--- src/rtl/v_fsm.sv ---
// v_fsm: vertical timing FSM for 640x480@60 VGA; define V_FRAME_CNT_EN to add the 8-bit frame counter output
module v_fsm #(
    parameter int   V_DISP  = 480,
    parameter int   V_FRONT = 10,
    parameter int   V_SYNC  = 2,
    parameter int   V_BACK  = 33,
    parameter logic VS_POL  = 1'b0,
    parameter int   CNT_W   = 10
) (
    input  logic             clk_i,
    input  logic             rst_i,
    input  logic             str_i,
    input  logic             h_end_i,
    output logic             busy_o,
    output logic             vs_o,
    output logic             v_dsp_o,
    output logic [CNT_W-1:0] v_cnt_o,
`ifdef V_FRAME_CNT_EN
    output logic             frame_o,
    output logic [7:0]       frame_cnt_o
`else
    output logic             frame_o
`endif
);
    localparam logic [2:0] IDLE  = 3'd0;
    localparam logic [2:0] DISP  = 3'd1;
    localparam logic [2:0] FRONT = 3'd2;
    localparam logic [2:0] SYNC  = 3'd3;
    localparam logic [2:0] BACK  = 3'd4;

    localparam logic [CNT_W-1:0] L_FRONT = CNT_W'(V_DISP);
    localparam logic [CNT_W-1:0] L_SYNC  = CNT_W'(V_DISP + V_FRONT);
    localparam logic [CNT_W-1:0] L_BACK  = CNT_W'(V_DISP + V_FRONT + V_SYNC);
    localparam logic [CNT_W-1:0] L_LAST  = CNT_W'(V_DISP + V_FRONT + V_SYNC + V_BACK - 1);

    logic [2:0]       state;
    logic [2:0]       nxt_state;
    logic [CNT_W-1:0] nxt_cnt;
    logic             wrap;

    function automatic logic [2:0] state_of(input logic [CNT_W-1:0] c);
        return (c < L_FRONT) ? DISP : (c < L_SYNC) ? FRONT : (c < L_BACK) ? SYNC : BACK;
    endfunction

    // Next line/state: only h_end_i advances a running frame; stop is taken only at wrap
    always_comb begin
        nxt_state = state;
        nxt_cnt   = v_cnt_o;
        wrap      = 1'b0;
        case (state)
            IDLE: begin
                nxt_cnt   = '0;
                nxt_state = str_i ? DISP : IDLE;
            end
            DISP, FRONT, SYNC, BACK: begin
                if (h_end_i) begin
                    wrap      = (v_cnt_o >= L_LAST);
                    nxt_cnt   = wrap ? '0 : v_cnt_o + 1'b1;
                    nxt_state = wrap ? (str_i ? DISP : IDLE) : state_of(nxt_cnt);
                end
            end
            default: begin
                nxt_state = IDLE;
                nxt_cnt   = '0;
            end
        endcase
    end

    // State, line counter and all outputs registered from the next-state decode
    always_ff @(posedge clk_i) begin
        if (rst_i) begin
            state   <= IDLE;
            v_cnt_o <= '0;
            busy_o  <= 1'b0;
            vs_o    <= ~VS_POL;
            v_dsp_o <= 1'b0;
            frame_o <= 1'b0;
        end else begin
            state   <= nxt_state;
            v_cnt_o <= nxt_cnt;
            busy_o  <= (nxt_state != IDLE);
            vs_o    <= (nxt_state == SYNC) ? VS_POL : ~VS_POL;
            v_dsp_o <= (nxt_state == DISP);
            frame_o <= wrap;
        end
    end

`ifdef V_FRAME_CNT_EN
    // Frame counter steps on each wrap, rolling over naturally at 8 bits
    always_ff @(posedge clk_i) begin
        if (rst_i) frame_cnt_o <= 8'd0;
        else if (wrap) frame_cnt_o <= frame_cnt_o + 8'd1;
    end
`else
`endif
endmodule
--- config.mk ---
export PLATFORM = sky130hd
export DESIGN_NAME = v_fsm
export DESIGN_NICKNAME = d
export VERILOG_FILES = /design/src/rtl/v_fsm.sv
export SDC_FILE = /design/constraint.sdc
export NUM_CORES = 1
export LEC_CHECK = 0
export ABC_AREA = 1
export BUFFER_PORTS_ARGS = -buffer_cell sky130_fd_sc_hd__buf_4
export CAP_MARGIN = 20
export CORE_MARGIN = 3
export CORE_UTILIZATION = 54
export DETAILED_ROUTE_END_ITERATION = 10
export MAX_ROUTING_LAYER = met4
export PLACE_DENSITY = 0.74
export REMOVE_ABC_BUFFERS = 1
export SYNTH_ARGS = -nofsm -noshare
export SYNTH_HDL_FRONTEND = slang
export SYNTH_SLANG_ARGS = --single-unit
--- constraint.sdc ---
create_clock -name clk_i -period 1.8 [get_ports clk_i]
set_input_delay 0.09 -clock clk_i [delete_from_list [all_inputs] [get_ports clk_i]]
set_output_delay 0.09 -clock clk_i [all_outputs]
set_load 0.02 [all_outputs]
==> run summary, run 1 <==
For flop-to-flop paths, the worst setup slack is -0.03 ns. The final reports fail on setup timing. IR analysis of the VDD net gives a maximum drop of 0.531 mV. The tools report the net count reported at finish as 200.

The share of synthesized area occupied by flip-flops and latches came out at 0.325. The antenna violation net count after detailed routing is 0, and the clock-pin slew on the worst setup and hold paths is 0.11 ns. The number of rows in the core area was 15; the maximum number of pins on one net before global-route repair was 11.

From bottom edge to top edge, the die measures 50.1 um. The final route contains 1157 vias. The flow ran to the end, but the final reports show violations. The pin slew with the least headroom to its limit is 0.343 ns. The final hold violation count came out at 0.

The tools report the insertion delay of the later-clocked pin in the worst-skew pair as 0.30 ns. The type of destination of the critical path was a flip-flop. Clock root buffer master: clkbuf_4. The final worst-path cycle share was 1.02; the initial core utilization was 0.588. In this run the count of I/O pins placed on the die edge is 18. Counting the fill cells in the layout gives 142. The tools report the worst flop-to-flop path startpoint as v_cnt_o[1]$_SDFFE_PP0P_.

The count of cells in the finished layout, fillers not included, comes to 218. A synthesized cell averages 6.39 um2. No sink is reached through more buffers than the 2 on the longest clock path. The worst slew slack as a fraction of its limit is 0.771, and the highest attainable clock frequency is 545 MHz. The run gives 0 as the antenna diode count. The number of detailed-route iterations in the first pass is 4.

The number of input and output port buffers inserted came out at 17. In this run the horizontal extent of the chip is 50.1 um. The logs give 1020 for the via count of the first global-routing pass and 0.916 for the routability congestion estimate. The number of H-tree branching levels came out at 1.

Overall global routing resource usage: 0.246. The tools report the core area as 1780 um2. The first-iteration detailed-routing DRC count is 48. The initial antenna violation count was 0; the final critical delay including setup and external delays was 1.83 ns.

Yosys mapped the design onto 20 distinct sky130hd cell types. The tools report the total wirelength of the detailed-routed design as 2.80 mm. In this run the cell area measured after placement is 1230 um2.

The run gives 0.00132 ns as the final setup skew. The detail-routed net length per standard cell came out at 12.9 um. Setup repair after global routing could not meet its margin everywhere.

For this design, the sink count on the clock tree is 17. The register bit count reported by yosys was 17; the post-synth design cell area was 1050 um2. The setup TNS is -0.0799 ns, and the areal power density over the cells is 518 nW/um2.

The fraction of final layout cells with drive strength greater than 1 is 0.368. For the number of remaining DRC errors, the log shows 0. Using the TritonRoute via totals, the vias-per-cell ratio works out to 5.31. The floorplan step defined a die boundary enclosing 2510 um2.

The tools report the final critical-path setup slack as -0.0344 ns. Synthesis handed over a netlist of 164 instances. For the worst setup path, the data arrival time is 2.09 ns. The number of placed instances, taps included is 210.

In this run the worst hold path is classified as in -> reg. Setup violations remaining at the end of the flow were counted as 4. The total CTS buffers came out at 3. The overflow left after global routing is 0. Post-placement setup slack: -0.0231 ns. The tools report the worst hold path startpoint as h_end_i.

Overall power consumption after layout is estimated at 0.701 mW. At the worst endpoint, the required time is 2.06 ns. The first global-routing pass estimated 4.65 mm of wire.

The synthesis-to-layout area growth is 29.2%, and the placed wire-length estimate is 1.98 mm. The finished layout cell area was 1360 um2. STA classifies the critical path startpoint as a flip-flop.

The static leakage power came out at 0.610 nW. The number of maximum-capacitance violations is 0. For the number of warnings reported in the yosys synthesis log, the log shows 0. The critical path is of the reg -> reg type. In this run the worst setup path begins at v_cnt_o[1]$_SDFFE_PP0P_.

Max-slew violation total from the final report: 0. TritonCTS built the clock tree. The largest fanout on the critical path is 4.
-- synth_stat cells, drive strengths merged --
cell / number / area, um2
o21a: 1 / 7.51
nand4: 3 / 18.8
nand3: 16 / 80.1
dfxtp: 17 / 340
and2: 1 / 6.26
buf: 2 / 22.5
nand2: 56 / 238
nor2: 27 / 129
o21ai: 7 / 35.0
clkbuf: 1 / 3.75
o32ai: 1 / 8.76
inv: 21 / 78.8
a21oi: 1 / 5.00
ha: 2 / 25.0
o22ai: 8 / 50.1
-- state kept, by name, summed over array words and instances, names as in the netlist --
name	flops
v_cnt_o	10
frame_o	1
v_dsp_o	1
vs_o	1
busy_o	1
state	3
-- repair_timing --
item | in CTS | in global routing
hold endpoints to repair | 2 | 0
gates cloned | 0 | 0
resized for setup | 4 | 18
endpoints found under the setup margin | 4 | 6
pin swaps | 0 | 9
setup buffers | 0 | 3
hold buffers | 1 | 0
-- area by class of cell --
class / instances / area [um2] / area share
Timing Repair Buffer: 28 / 213 / 0.157
Inverter: 21 / 78.8 / 0.0582
Multi-Input combinational cell: 123 / 649 / 0.479
Sequential cell: 17 / 355 / 0.262
Tap cell: 25 / 31.3 / 0.0231
Clock inverter: 1 / 5.00 / 0.00369
Clock buffer: 3 / 22.5 / 0.0166
-- through the flow --
stage / hold WS, ns / util
final: 0.0765 / 0.760
after global routing: 0.123 / 0.760
after CTS: 0.0819 / 0.719
after detailed placement: 0.287 / 0.692
after global placement: 0.288 / 0.692
after floorplan: 0.162 / -
-- routing by layer --
metal  share of wire  GRT usage  vias to the layer above
met1            0.42      0.317                      516
li1                -          -                      581
met4           0.018     0.0829                        0
met5               0          -                        -
met2            0.49      0.391                       54
met3           0.077     0.0363                        6
-- worst paths after layout --
kind,to,depth (start not counted)
hold reg to reg,v_cnt_o[7]$_SDFFE_PP0P_,2
hold / removal,v_cnt_o[0]$_SDFFE_PP0P_,3
setup / recovery,v_dsp_o$_SDFF_PP0_,16
setup reg to reg,v_dsp_o$_SDFF_PP0_,16
-- kinds of logic after synthesis --
kind of cell / share of synthesized area
AO/OA/AOI/OAI: 0.101
flip-flops: 0.325
adder cells (fa/ha/maj): 0.0239
AND/OR/NAND/NOR: 0.450
buffers and inverters: 0.100
-- worst max-delay path: stages (launching register included) --
cell and delay [ns]:
dfxtp_4 0.38, ha_4 0.16, buf_4 0.12, buf_4 0.13, nand3_2 0.07, nand2_1 0.05, nor2_1 0.08, nand2_1 0.07
nor2_2 0.14, nand3_1 0.12, nand2_1 0.09, nand2_1 0.05, nand2_1 0.05, nand2_1 0.06, nand2_2 0.09, nand2_4 0.05
nor2_2 0.06
-- report_power, final --
group | total [mW] | switching (mW) | leakage [nW] | internal (mW)
registers | 0.392 | 0.00705 | 0.143 | 0.385
clock network | 0.219 | 0.136 | 0.0177 | 0.0831
logic | 0.0900 | 0.0540 | 0.450 | 0.0360
-- placed cells by master (no fill, tap or decap) --
cell,netlist,final
a21oi_1,1,1
and2_1,1,1
buf_4,0,27
clkbuf_4,0,3
clkinv_2,0,1
dfxtp_1,17,9
dfxtp_2,0,6
dfxtp_4,0,2
dlygate4sd3_1,0,1
ha_1,2,1
ha_4,0,1
inv_1,17,16
inv_2,4,5
nand2_1,45,44
nand2_2,11,10
nand2_4,0,2
nand3_1,16,15
nand3_2,0,1
nand4_1,3,3
nor2_1,18,15
nor2_2,8,10
nor2_4,1,2
o21a_1,1,1
o21ai_0,4,4
o21ai_1,3,2
o21ai_2,0,1
o22ai_1,8,8
o32ai_1,1,1
Power figures use the tool's default switching activity.
==> inputs of run 2 (changes only) <==
Settings changed: REMOVE_ABC_BUFFERS 1 to not set.
==> run 2 against run 1 <==
The run now ends clean. Non-clock buffer count is the same. Final area grew 1.4%. Sequential power is essentially flat. Wire length shrank 4.5%. First-iteration DRC count shrank 8.3%. Critical path type unchanged.
==> run summary, run 2 (same netlist as run 1, synthesis figures left out) <==
The worst slew slack as a fraction of its limit is 0.737. Max-cap violations in this run came to 0. The largest registers in the layout are v_cnt_o: 10 flops, state: 3 flops.

The tools report the total wirelength of the detailed-routed design as 2.68 mm. The number of input and output port buffers inserted came out at 17. Floorplan die area: 2510 um2.

The tools report the antenna diode count as 0. Entering global routing, the biggest net connects 11 pins. The critical path start-end classification was reg -> reg. Compared with the post-synthesis result, the final layout area differs by 31.0%. On the final layout, the worst clock skew is 0.00280 ns.

TritonCTS built the clock tree. Counting every sink on the clock net gives 17. At the worst endpoint, the required time is 2.05 ns. In the routed design, unresolved DRC markers number 0. The run gives 992 as the via count of the first global-routing pass. In the post-route analysis, the smallest setup slack over all paths is 0.0178 ns.

At the end of routability-driven placement, the weighted congestion stood at 0.899. Based on the critical path, the design can be clocked at up to 561 MHz. The initialized floorplan defines 15 standard-cell rows. In this run the most used layer during global routing was met2.

The final worst-path cycle share was 0.990; the initial antenna violation count was 0. The clock root buffer master is clkbuf_4. The largest register by flop count is v_cnt_o.

Final hold analysis gives a worst-case slack of 0.0865 ns. In the layout the commonest cells are 40 x nand2_1, 27 x buf_4, 16 x inv_1, 16 x nand3_1, 15 x nor2_1. At the placement stage, the worst setup path has a slack of -0.0367 ns.

The worst hold path belongs to the class in -> reg. In this run the static leakage power is 0.625 nW. From bottom edge to top edge, the die measures 50.1 um. The flip-flop count of the largest register after layout is 10. Along the worst path, the maximum fanout reaches 5.

The clock passes through at most 2 buffers. VDD sags by at most 0.558 mV. The first detailed-routing pass took 4 iterations. Setup repair after global routing could not meet its margin everywhere. The number of clock buffers added by TritonCTS is 3.

Power spread over the standard cell area amounts to 502 nW/um2. Clock-pin slew on the worst setup and hold paths: 0.11 ns. In the routed layout, each cell is associated on average with a via count of 5.23. The die is 50.1 um wide.

I/O pin total: 18. The detail-routed net length per standard cell was 12.3 um. The run gives 0.588 as the initial core utilization. The run finished with clean final reports. The tools report the max-slew violation total from the final report as 0.

Insertion delay of the later-clocked pin in the worst-skew pair: 0.30 ns. The worst setup path is captured at a flip-flop. The first routing iteration left 44 violations.

The first global-routing pass estimated 4.35 mm of wire. The logs give 0.239 for the overall global routing resource usage and 1140 for the via count. The met3 track utilization from global routing was 0.0393. The core area was 1780 um2. Detailed placement finished with a half-perimeter wire length of 1.90 mm. The pin slew with the least headroom to its limit works out to 0.393 ns. For the global routing met1 resource utilization, the log shows 0.317.

Leaving out fill and tap cells, the most frequent cell in the layout is nand2_1. The met2 track demand over resource was 0.350; the fraction of final layout cells with drive strength greater than 1 was 0.378. Net count reported at finish: 200. After global routing the overflow that remains totals 0.

STA classifies the critical path startpoint as a flip-flop. At the worst endpoint, the arrival time is 2.03 ns. For the post-synth net total, the log shows 170.

The number of H-tree branching levels was 1; the final critical delay including setup and external delays was 1.78 ns. Setup violations remaining at the end of the flow were counted as 0. The run gives 0 as the final hold violation count. The detail route stage leaves a number of antenna-violating nets equal to 0.
run 2: cell counts in the layout (fill, tap and decap cells not counted):
No cell type changed its count.
run 2: power breakdown:
group | total, mW | switching (mW) | internal [mW]
combinational | 0.0860 | 0.0519 | 0.0342
clock | 0.215 | 0.132 | 0.0830
sequential | 0.389 | 0.00669 | 0.382
run 2: repair_timing:
action,CTS,global route
endpoints found under the hold margin,2,0
pin swaps,0,11
hold buffers,1,0
setup endpoints to repair,4,6
setup buffers,1,5
resized for setup,3,24
run 2: path summary, 6_finish.rpt:
kind | slack [ns] | cells past startpoint | startpoint | endpoint
max | 0.02 | 15 | v_cnt_o[6]$_SDFFE_PP0P_ | v_dsp_o$_SDFF_PP0_
min | 0.09 | 3 | h_end_i | v_cnt_o[0]$_SDFFE_PP0P_
max reg2reg | 0.02 | 15 | v_cnt_o[6]$_SDFFE_PP0P_ | v_dsp_o$_SDFF_PP0_
min reg2reg | 0.56 | 2 | v_cnt_o[5]$_SDFFE_PP0P_ | v_cnt_o[5]$_SDFFE_PP0P_
run 2: layer usage:
layer	share of wire	up-vias	routed length, um
met4	0.017	0	45
li1	-	586	-
met3	0.075	5	201
met2	0.46	45	1240
met5	0	-	0
met1	0.44	504	1190
run 2: area by class of cell:
| class | count | area (um2) |
|---|---|---|
| timing repair buffer | 28 | 213 |
| clock inverter | 1 | 5.00 |
| clock buffer | 3 | 22.5 |
| multi-input combinational | 123 | 661 |
| sequential | 17 | 360 |
| fill | 145 | 409 |
| inverter | 21 | 81.3 |
| tap | 25 | 31.3 |
run 2: stage by stage:
stage | TNS (ns) | utilization | cells | cell area (um2) | power [mW]
3_5_place_dp | -0.0739 | 0.681 | 207 | 1210 | 0.483
5_1_grt | -0.525 | 0.771 | 218 | 1370 | 0.722
2_1_floorplan | 0 | - | 164 | 1050 | 0.454
3_3_place_gp | 0 | 0.681 | 207 | 1210 | 0.481
4_1_cts | 0 | 0.712 | 213 | 1270 | 0.699
6_report | 0 | 0.771 | 218 | 1370 | 0.690
run 2: critical path, stage by stage, from the launching register on:
cell and delay [ns]:
dfxtp_2 0.37, inv_2 0.08, nand2_2 0.09, o21ai_1 0.17
nand2_2 0.15, nor2_1 0.15, nand2_1 0.09, nor2_2 0.12
nand3_1 0.08, nand2_1 0.06, nand2_1 0.04, nand2_1 0.05
nand2_1 0.05, nand2_2 0.08, nand2_2 0.07, nor2_2 0.07
==> inputs of run 3 (changes only) <==
Settings changed: CAP_MARGIN 20 to not set, PLACE_DENSITY 0.74 to 0.77.
==> run 3 against run 2 <==
The run now ends with setup timing left. Power is 0.72% higher. First-iteration DRC count increased by 48%. Largest cell class unchanged. Utilization is 1.1 points higher. Global-route usage up 0.69 points. Largest power group unchanged. Non-clock buffer count is 2 higher.
==> run summary, run 3 (same netlist as run 1, synthesis figures left out) <==
The flow ran to the end, but the final reports show violations. The final reports fail on setup timing. The tools report the cell area reported after detailed placement as 1240 um2.

The overflow left after global routing is 0, and the via count is 1215. The run gives 220 as the number of cells in the finished layout apart from fillers. The overall global routing resource usage was 0.245; the count of final setup violators was 4.

STA classifies the critical path startpoint as a flip-flop. The floorplan has 15 rows. Power spread over the standard cell area amounts to 499 nW/um2.

The logs give 1.92 mm for the placed wire-length estimate and 0.910 for the routability congestion estimate. The core area is 1780 um2, and the worst slew slack as a fraction of its limit is 0.751. The repair_antennas step left the layout with diodes totalling 0.

The final worst-path cycle share is 1.04. The most frequent cell on the critical path is nand2_1. On the worst path, the slowest cell contributes a delay of 0.38 ns.

More flip-flops sit in one register than any other, and that register is v_cnt_o. The worst hold-check path type is in -> reg. Synthesis-to-layout area growth: 32.9%. Entering global routing, the biggest net connects 11 pins. The floorplan die area was 2510 um2; the max-slew violation total from the final report was 0. The worst setup path is of the reg -> reg kind.

For this design the top-level I/O count stands at 18. After layout, the minimum clock period comes to 1.88 ns. The logs give 210 for the number of placed instances, taps included and 2.95 mm for the total wirelength of the detailed-routed design. The tools report the highest attainable clock frequency as 533 MHz.

The final hold violation count is 0. Clock-pin slew was measured on the worst setup and hold paths at 0.11 ns. At the worst endpoint, the required time is 2.05 ns.

Among all stages on the critical path, the largest delay is contributed by dfxtp_4. The library cell used most frequently in the layout, excluding fill and tap cells, is nand2_1. TritonCTS built the clock tree. After detailed routing, the average wire length per cell comes to 13.4 um. STA classifies the critical path endpoint as a flip-flop. At the worst endpoint, the arrival time is 2.12 ns. Buffers placed on the I/O ports in this run total 17.

The critical path goes through inv_2 > nand2_2 > o21ai_2 > nand2_2 > nor2_4 > nand2_1 > nor2_2 > nand3_1 > nand2_1 > nand2_1 > nand2_1 > nand2_1 > nand2_2 > nand2_2 > nor2_2. The number of detailed-route iterations in the first pass is 5. Timing analysis after detailed placement gives a worst setup slack of -0.0927 ns. The number of maximum-capacitance violations came out at 0.

The first global-routing pass estimated 4.62 mm of wire. The total CTS buffers came out at 3. The number of H-tree branching levels came out at 1.

The pin slew with the least headroom to its limit is 0.372 ns. For the final critical-path setup slack, the log shows -0.0773 ns. In the layout the commonest cells are 40 x nand2_1, 29 x buf_4, 16 x nand3_1. The static leakage power came out at 0.635 nW.

The post-synth net total came out at 170. The fraction of final layout cells with drive strength greater than 1 was 0.405. The antenna violation net count after detailed routing came out at 0.

The x dimension of the die is 50.1 um, and the initial antenna violation count is 0. The logs give 0.379 mV for the maximum resistive drop on vdd and 65 for the first-iteration detailed-routing DRC count. For the worst-skew pair, the clock arrives at the later sink with an insertion delay of 0.30 ns. Gate family responsible for the most delay along the worst path: simple AND/OR/NAND/NOR gates. The vertical die dimension works out to 50.1 um. The register with the most flip-flops in the layout has 10 of them.

Critical path buffer and inverter count: 1. For the final setup skew, the log shows 0.00590 ns. For this run, the post-layout net count is 202. Using the TritonRoute via totals, the vias-per-cell ratio works out to 5.52. The via count of the first global-routing pass was 1097; the CTS sink count was 17.

The initial core utilization was 0.588. The largest registers in the layout are v_cnt_o: 10 flops, state: 3 flops. Setup repair after global routing could not meet its margin everywhere. With fillers left out, the area of the finished cells amounts to 1390 um2. No sink is reached through more buffers than the 2 on the longest clock path. The root buffer cell chosen for the clock tree is clkbuf_4. In this run the worst path has a maximum fanout of 5. In the routed design, unresolved DRC markers number 0.
run 3: cell types whose count changed in the layout (fill, tap and decap cells not counted), sizes merged:
cell / before / now
buf: 27 / 29
run 3: path summary, 6_finish.rpt:
| check | start | endpoint | slack, ns | cells after the start |
|---|---|---|---|---|
| setup reg to reg | v_cnt_o[6]$_SDFFE_PP0P_ | v_dsp_o$_SDFF_PP0_ | -0.08 | 15 |
| hold / removal | h_end_i | v_cnt_o[0]$_SDFFE_PP0P_ | 0.1 | 3 |
| setup / recovery | v_cnt_o[6]$_SDFFE_PP0P_ | v_dsp_o$_SDFF_PP0_ | -0.08 | 15 |
| hold reg to reg | v_cnt_o[7]$_SDFFE_PP0P_ | v_cnt_o[7]$_SDFFE_PP0P_ | 0.52 | 2 |
run 3: layout make-up:
type                            instances  area (um2)
Timing Repair Buffer                   30         228
Tap cell                               25        31.3
Clock buffer                            3        22.5
Multi-Input combinational cell        123         667
Fill cell                             138         389
Clock inverter                          1        5.00
Inverter                               21        81.3
Sequential cell                        17         359
run 3: repair_timing:
action,4_1_cts,5_1_grt
endpoints found under the setup margin,5,6
resized for setup,11,19
hold buffers,1,0
pin swaps,4,13
gates cloned,0,0
buffers inserted,2,3
hold endpoints to repair,2,0
run 3: where the power goes:
group | leakage, nW | total [mW] | internal [mW] | switching, mW
registers | 0.143 | 0.391 | 0.384 | 0.00727
logic | 0.473 | 0.0875 | 0.0343 | 0.0532
clock network | 0.0177 | 0.217 | 0.0828 | 0.134
total | 0.635 | 0.695 | 0.501 | 0.194
run 3: metrics by stage:
step | utilization | hold slack (ns) | TNS [ns] | total power [mW]
after global placement | 0.693 | 0.289 | 0 | 0.481
after global routing | 0.782 | 0.143 | -0.672 | 0.723
after detailed placement | 0.693 | 0.287 | -0.302 | 0.483
final | 0.782 | 0.0977 | -0.164 | 0.695
after CTS | 0.740 | 0.105 | 0 | 0.694
after floorplan | - | 0.162 | 0 | 0.454
run 3: tightest hold or removal path: cells and delay by family:
kind | cells | cell delay, ns
buffers and inverters | 1 | 0.12
and+or+nand+nor | 1 | 0.08
AOI/OAI and AO/OA | 1 | 0.07
run 3: per-layer routing:
metal  wire (um)  part of all wire  global-route usage  up-vias
met2        1430              0.48               0.363       71
met3         268             0.091              0.0272        7
met4          44             0.015               0.124        0
met1        1210              0.41               0.327      553
met5           0                 0                   -        -
li1            -                 -                   -      584
